[src/rtl/riscv_pipe_pkg.sv]
// Shared pipeline constants and types for the decode/execute boundary.
package riscv_pipe_pkg;

  localparam int PIPE_W     = 177;
  localparam int REG_ADDR_W = 5;

  typedef enum logic {
    ST_RUN   = 1'b0,
    ST_STALL = 1'b1
  } pipe_state_e;

  // An all-zero bundle is a no-op in execute.
  localparam logic [PIPE_W-1:0] BUBBLE_BUNDLE = '0;

endpackage

[src/rtl/hazard_detect.sv]
// Load-use hazard detector: an in-flight load whose destination is read by the
// instruction currently in decode.
module hazard_detect
  import riscv_pipe_pkg::*;
(
  input  logic                  ex_mem_read,
  input  logic                  id_valid,
  input  logic [REG_ADDR_W-1:0] ex_rd,
  input  logic [REG_ADDR_W-1:0] id_rs1,
  input  logic [REG_ADDR_W-1:0] id_rs2,
  output logic                  hit
);

  // x0 is hard-wired to zero, so a load targeting it can never feed a consumer.
  assign hit = ex_mem_read & id_valid & (ex_rd != '0) &
               ((ex_rd == id_rs1) | (ex_rd == id_rs2));

endmodule

[src/rtl/hazard_mux.sv]
// Bubble/capture 2:1 select for the decode-to-execute bundle.
module hazard_mux
  import riscv_pipe_pkg::*;
#(
  parameter int WIDTH = PIPE_W
) (
  input  logic             sel_bubble,
  input  logic [WIDTH-1:0] capture,
  input  logic [WIDTH-1:0] bubble,
  output logic [WIDTH-1:0] y
);

  assign y = sel_bubble ? bubble : capture;

endmodule

[src/rtl/id_ex_stage.sv]
// ID/EX pipeline register with load-use stall FSM, flush and downstream hold.
// Optional hazard performance counters are enabled by defining HAZARD_PERF_CNT_EN.
module id_ex_stage
  import riscv_pipe_pkg::*;
#(
  parameter int WIDTH        = PIPE_W,
  parameter int STALL_CYCLES = 1
) (
  input  logic                  clk,
  input  logic                  rst,
  input  logic [WIDTH-1:0]      id_bundle_i,
  input  logic                  id_valid_i,
  input  logic [REG_ADDR_W-1:0] id_rs1_i,
  input  logic [REG_ADDR_W-1:0] id_rs2_i,
  input  logic [REG_ADDR_W-1:0] id_rd_i,
  input  logic                  id_mem_read_i,
  input  logic                  id_reg_write_i,
  input  logic                  flush_i,
  input  logic                  ex_hold_i,
  output logic [WIDTH-1:0]      ex_bundle_o,
  output logic                  ex_valid_o,
  output logic                  ex_mem_read_o,
  output logic                  ex_reg_write_o,
  output logic [REG_ADDR_W-1:0] ex_rd_o,
  output logic                  stall_o
`ifdef HAZARD_PERF_CNT_EN
  ,
  output logic [31:0]           stall_cnt_o,
  output logic [31:0]           flush_cnt_o
`endif
);

  // The first stall cycle is spent in RUN, so STALL only covers the remainder.
  localparam logic [2:0] CNT_INIT = (STALL_CYCLES > 1) ? 3'(STALL_CYCLES - 2) : 3'd0;

  pipe_state_e      state_q;
  logic [2:0]       cnt_q;
  logic             hit;
  logic             bubble_sel;
  logic [WIDTH-1:0] bundle_d;

  hazard_detect u_hazard_detect (
    .ex_mem_read (ex_mem_read_o),
    .id_valid    (id_valid_i),
    .ex_rd       (ex_rd_o),
    .id_rs1      (id_rs1_i),
    .id_rs2      (id_rs2_i),
    .hit         (hit)
  );

  assign bubble_sel = flush_i | (state_q == ST_STALL) | hit;

  hazard_mux #(.WIDTH(WIDTH)) u_hazard_mux (
    .sel_bubble (bubble_sel),
    .capture    (id_bundle_i),
    .bubble     (WIDTH'(BUBBLE_BUNDLE)),
    .y          (bundle_d)
  );

  assign stall_o = !rst && !flush_i && (ex_hold_i || (state_q == ST_STALL) || hit);

  // NOTE: sequential state uses non-blocking assignments so every register
  // samples the pre-edge values regardless of statement order.
  always_ff @(posedge clk) begin
    if (rst) begin
      ex_bundle_o    <= WIDTH'(BUBBLE_BUNDLE);
      ex_valid_o     <= 1'b0;
      ex_mem_read_o  <= 1'b0;
      ex_reg_write_o <= 1'b0;
      ex_rd_o        <= '0;
      state_q        <= ST_RUN;
      cnt_q          <= 3'd0;
    end else if (flush_i || !ex_hold_i) begin
      ex_bundle_o    <= bundle_d;
      ex_valid_o     <= bubble_sel ? 1'b0 : id_valid_i;
      ex_mem_read_o  <= bubble_sel ? 1'b0 : id_mem_read_i;
      ex_reg_write_o <= bubble_sel ? 1'b0 : id_reg_write_i;
      ex_rd_o        <= bubble_sel ? '0   : id_rd_i;
      if (flush_i) begin
        state_q <= ST_RUN;
        cnt_q   <= 3'd0;
      end else if (state_q == ST_STALL) begin
        if (cnt_q == 3'd0) state_q <= ST_RUN;
        else               cnt_q   <= cnt_q - 3'd1;
      end else if (hit && (STALL_CYCLES > 1)) begin
        state_q <= ST_STALL;
        cnt_q   <= CNT_INIT;
      end
    end
  end

`ifdef HAZARD_PERF_CNT_EN
  logic [31:0] stall_cnt_q;
  logic [31:0] flush_cnt_q;

  always_ff @(posedge clk) begin
    if (rst) begin
      stall_cnt_q <= '0;
      flush_cnt_q <= '0;
    end else begin
      if (stall_o && (stall_cnt_q != '1)) stall_cnt_q <= stall_cnt_q + 32'd1;
      if (flush_i && (flush_cnt_q != '1)) flush_cnt_q <= flush_cnt_q + 32'd1;
    end
  end

  assign stall_cnt_o = stall_cnt_q;
  assign flush_cnt_o = flush_cnt_q;
`endif

endmodule

[config.mk]
export PLATFORM = sky130hd
export DESIGN_NAME = id_ex_stage
export DESIGN_NICKNAME = d
export VERILOG_FILES = /design/src/rtl/riscv_pipe_pkg.sv /design/src/rtl/hazard_detect.sv /design/src/rtl/hazard_mux.sv /design/src/rtl/id_ex_stage.sv
export SDC_FILE = /design/constraint.sdc
export NUM_CORES = 1
export LEC_CHECK = 0
export CAP_MARGIN = 10
export CORE_AREA = 2 2 149 151
export DETAILED_ROUTE_END_ITERATION = 12
export DIE_AREA = 0 0 151 153
export PLACE_DENSITY = 0.81
export SLEW_MARGIN = 5
export SYNTH_ARGS = -nofsm -noshare
export SYNTH_HDL_FRONTEND = slang
export SYNTH_HIERARCHICAL = 1
export SYNTH_SLANG_ARGS = --single-unit
[constraint.sdc]
create_clock -name clk -period 6.6 [get_ports clk]
set_clock_uncertainty 0.05 [all_clocks]
set_input_delay 0.99 -clock clk [delete_from_list [all_inputs] [get_ports clk]]
set_output_delay 0.99 -clock clk [all_outputs]
set_load 0.01 [all_outputs]
==> flow_metrics.py <==
metrics = {
    "clocking": {
        "buffers_from_clock_root_to_sink_at_most": 2,
        "cts_max_level": 4,
        "quantity_of_hold_fixing_buffers_added_after_cts": 0,
        "clkSlewWorstSetupHoldPaths_ns": 0.06,
        "clkSinkCount": 189,
        "worst_skew_pair.late_latency_ns": 0.43,
        "cts_resized": 0,
        "clock_tree.root_cell": "clkbuf_16",
        "cts_tree": "done",
        "postCtsSetupBuffers": 0,
        "cts_buffers": 17,
    },
    "setup_path": {
        "cp-end-kind": "output port",
        "cpPeakStageDelay_ns": 0.56,
        "timing.critical_path.slowest_stage_cell": "clkdlybuf4s50_1",
        "worst_path_arrival_time_ns": 3.03,
        "cp-start-kind": "input port",
        "worst-path-buf-inv": 2,
        "path_delay_family": "buffers and inverters",
        "critical_path.reg2reg.startpoint": "ex_rd_o[2]",
        "cell_chain_of_the_critical_path": "clkdlybuf4s50_1 > xor2_1 > nor3_1 > nand3_1 > a21oi_1 > nor3_1 > nor2_1 > clkdlybuf4s50_1",
        "worst-path-max-fanout": 3,
        "critPathKind": "in2out",
        "worstPathRequired_ns": 5.56,
        "crit_path_start": "id_rs1_i[0]",
    },
    "synth": {
        "synth.largest_area_cell": "dfxtp_1",
        "synth_ff_type": "dfxtp_1",
        "synth_area_um2": 9380,
        "syn_inst": 1028,
        "synth_xor_xnor_area_share_pct": 0.934,
        "synth_mux_area_share_pct": 26.5,
        "synthDominantCellAreaShare_pct": 40.3,
        "post_synth_num_cell_types": 30,
        "syn_area_per_cell_um2": 9.12,
        "synth-adder-area-share_pct": 0.267,
        "proportion_of_synthesized_chip_area_in_sequential_cells_pct": 40.3,
        "synth_top_family_by_area": "multiplexers",
        "synth_async_sr_flop_share_pct": 0,
        "synth_compound_gate_area_share_pct": 10.9,
        "synth-edff-count": 0,
        "synthSimpleGateAreaFrac_pct": 15.4,
        "yosysWarnings": 6,
        "post-synth-top-count-cell": "nand2_1",
        "yosys_register_bits": 189,
        "synth.cells.most_frequent": "354 x nand2_1, 189 x dfxtp_1, 181 x a21oi_1",
        "netlist_top_cells_area": "dfxtp_1 40%, mux2_4 21%, nand2_1 14%, a21oi_1 9.7%, mux2_2 5.6%",
    },
    "sta": {
        "grt_setup_unrepaired": "no",
        "setup_tns_ns": 0,
        "finalSetupViolations": 0,
        "max_slew_margin_pct": 48.2,
        "layout_min_cycle_time_ns": 4.07,
        "final_max_slew_viol_count": 0,
        "timing.final.hold_violations": 0,
        "min_period_over_period_pct": 61.6,
        "timing_worst_slew_pin_value_ns": 0.777,
        "timing.hold.ws_ns": 0.398,
        "timing.fmax_ghz": 0.246,
        "setup_ws_ns": 2.53,
    },
    "routing": {
        "avgViaCountPerCell": 4.66,
        "detail_route.wirelength_um": 26700,
        "wire_per_inst_um": 14.6,
        "detailroute.via_count": 8521,
        "drc_errors": 0,
        "antenna_left": 0,
        "drt_iter0_markers": 303,
        "detailedRoute.firstPassIterationCount": 4,
    },
    "placement": {
        "numPortBuffers": 384,
        "routabilityCongestion": 0.869,
        "detailedPlace.worstSlack_ns": 2.41,
        "dp_hpwl_um": 18800,
        "placed_cells_incl_taps": 1796,
    },
    "run_status": {
        "outcome": "complete, no violations",
    },
    "final_layout": {
        "final-instance-count-excl-fill": 1829,
        "finish.net_count": 1736,
        "area_delta_synth_final_pct": 53.2,
        "final_layout_size_suffix_gt1_share_pct": 14.4,
    },
    "hold_path": {
        "hold_path.startpoint": "ex_bundle_o[152]",
        "timing.hold.worst.class": "reg2reg",
    },
    "die": {
        "fp_rows": 54,
        "die-height_um": 153,
        "initial_utilization_pct": 43.7,
        "die_wd_um": 151,
        "io-pin-count": 385,
        "core_region_area_um2": 21500,
        "design.die.area_um2": 23100,
    },
    "pwr": {
        "finalPower_w": 0.00291,
        "power.leakage_nw": 6.20,
        "cellPowerDensity_nw_per_um2": 202,
        "vdd_drop_max_mv": 0.152,
    },
    "grt": {
        "grt_antenna_before_repair": 3,
        "grt_max_degree": 75,
        "grt_overflow_total": 0,
        "first_global_vias": 8101,
        "grt.total_usage_pct": 22.3,
        "grt_first_pass_wirelength_um": 41100,
    },
    "flow_run": {
        "drv.max_cap_violation_count": 0,
    },
}
[area by class of cell]
| class | instances | area (um^2) |
|---|---|---|
| diodes | 1 | 2.50 |
| clock buffers | 20 | 447 |
| clock inverters | 12 | 106 |
| fillers | 1756 | 7110 |
| inverters | 2 | 7.51 |
| multi-input cells | 932 | 5740 |
| flip-flops and latches | 189 | 3780 |
| well taps | 280 | 350 |
| repair buffers | 393 | 3930 |
[power breakdown]
group | leakage (nW) | switching, W | total [W] | internal [W]
Combinational | 4.39 | 0.000264 | 0.000663 | 0.000399
Clock | 0.249 | 0.000479 | 0.000983 | 0.000504
Sequential | 1.57 | 0.0000408 | 0.00126 | 0.00122
Total | 6.20 | 0.000784 | 0.00291 | 0.00212
[cell families after synthesis]
family | after synthesis
flops | 189
mux | 177
simple gates | 372
compound gates | 194
other cells | 1
buf+inv | 83
xor+xnor | 10
fa+ha+maj | 2
[stage by stage]
step,instance area (um^2),util [%]
after floorplan,10000,-
after global placement,13800,64.3
after detailed placement,13800,64.3
after CTS,14400,66.9
after global routing,14400,66.9
final,14400,66.9
[flip-flops by register name, indices dropped and copies added, names as in the netlist]
name            count
state_q             1
ex_mem_read_o       1
cnt_q               3
ex_rd_o             5
ex_reg_write_o      1
ex_valid_o          1
ex_bundle_o       177
[cells in the final DEF (no fill, tap or decap)]
master,instances
inv_8,4
nor2b_1,1
buf_4,8
or3_4,1
a21bo_2,1
clkdlybuf4s50_1,383
mux2_4,130
nand2b_1,1
o21ai_0,1
inv_6,1
clkbuf_16,17
o211ai_2,1
a21o_1,1
inv_1,2
a311oi_1,1
clkinvlp_4,7
diode_2,1
or2_1,1
a21oi_1,181
nor2_1,3
dfxtp_1,189
buf_12,2
a22o_1,8
nor3_1,3
clkbuf_8,1
nor4_4,1
conb_1,177
nand2b_4,1
xor2_1,6
nand3_1,3
xnor2_1,4
ha_1,2
or4_1,1
clkbuf_1,2
mux2_2,47
nand4b_1,1
nor2b_4,1
nand2_1,354
[worst min-delay path, delay by kind of cell, from the launching register on]
| family | cells | cell delay, ns |
|---|---|---|
| DFF | 1 | 0.31 |
| and+or+nand+nor | 1 | 0.05 |
| AOI/OAI and AO/OA | 1 | 0.05 |
[final timing paths]
kind / end / slack, ns / cells after the start
worst min-delay path: ex_bundle_o[152] / 0.40 / 2
worst min register to register: ex_bundle_o[152] / 0.40 / 2
worst max-delay path: stall_o / 2.53 / 8
worst max register to register: ex_bundle_o[41] / 3.39 / 9
[per-layer routing]
metal / GRT usage [%] / routed length [um] / share of wire, %
met5: 0 / 22 / 0.082
met3: 7.46 / 2110 / 7.9
met4: 10.1 / 918 / 3.4
met2: 38.7 / 13200 / 49
met1: 24.5 / 10400 / 39
Power figures use the tool's default switching activity.
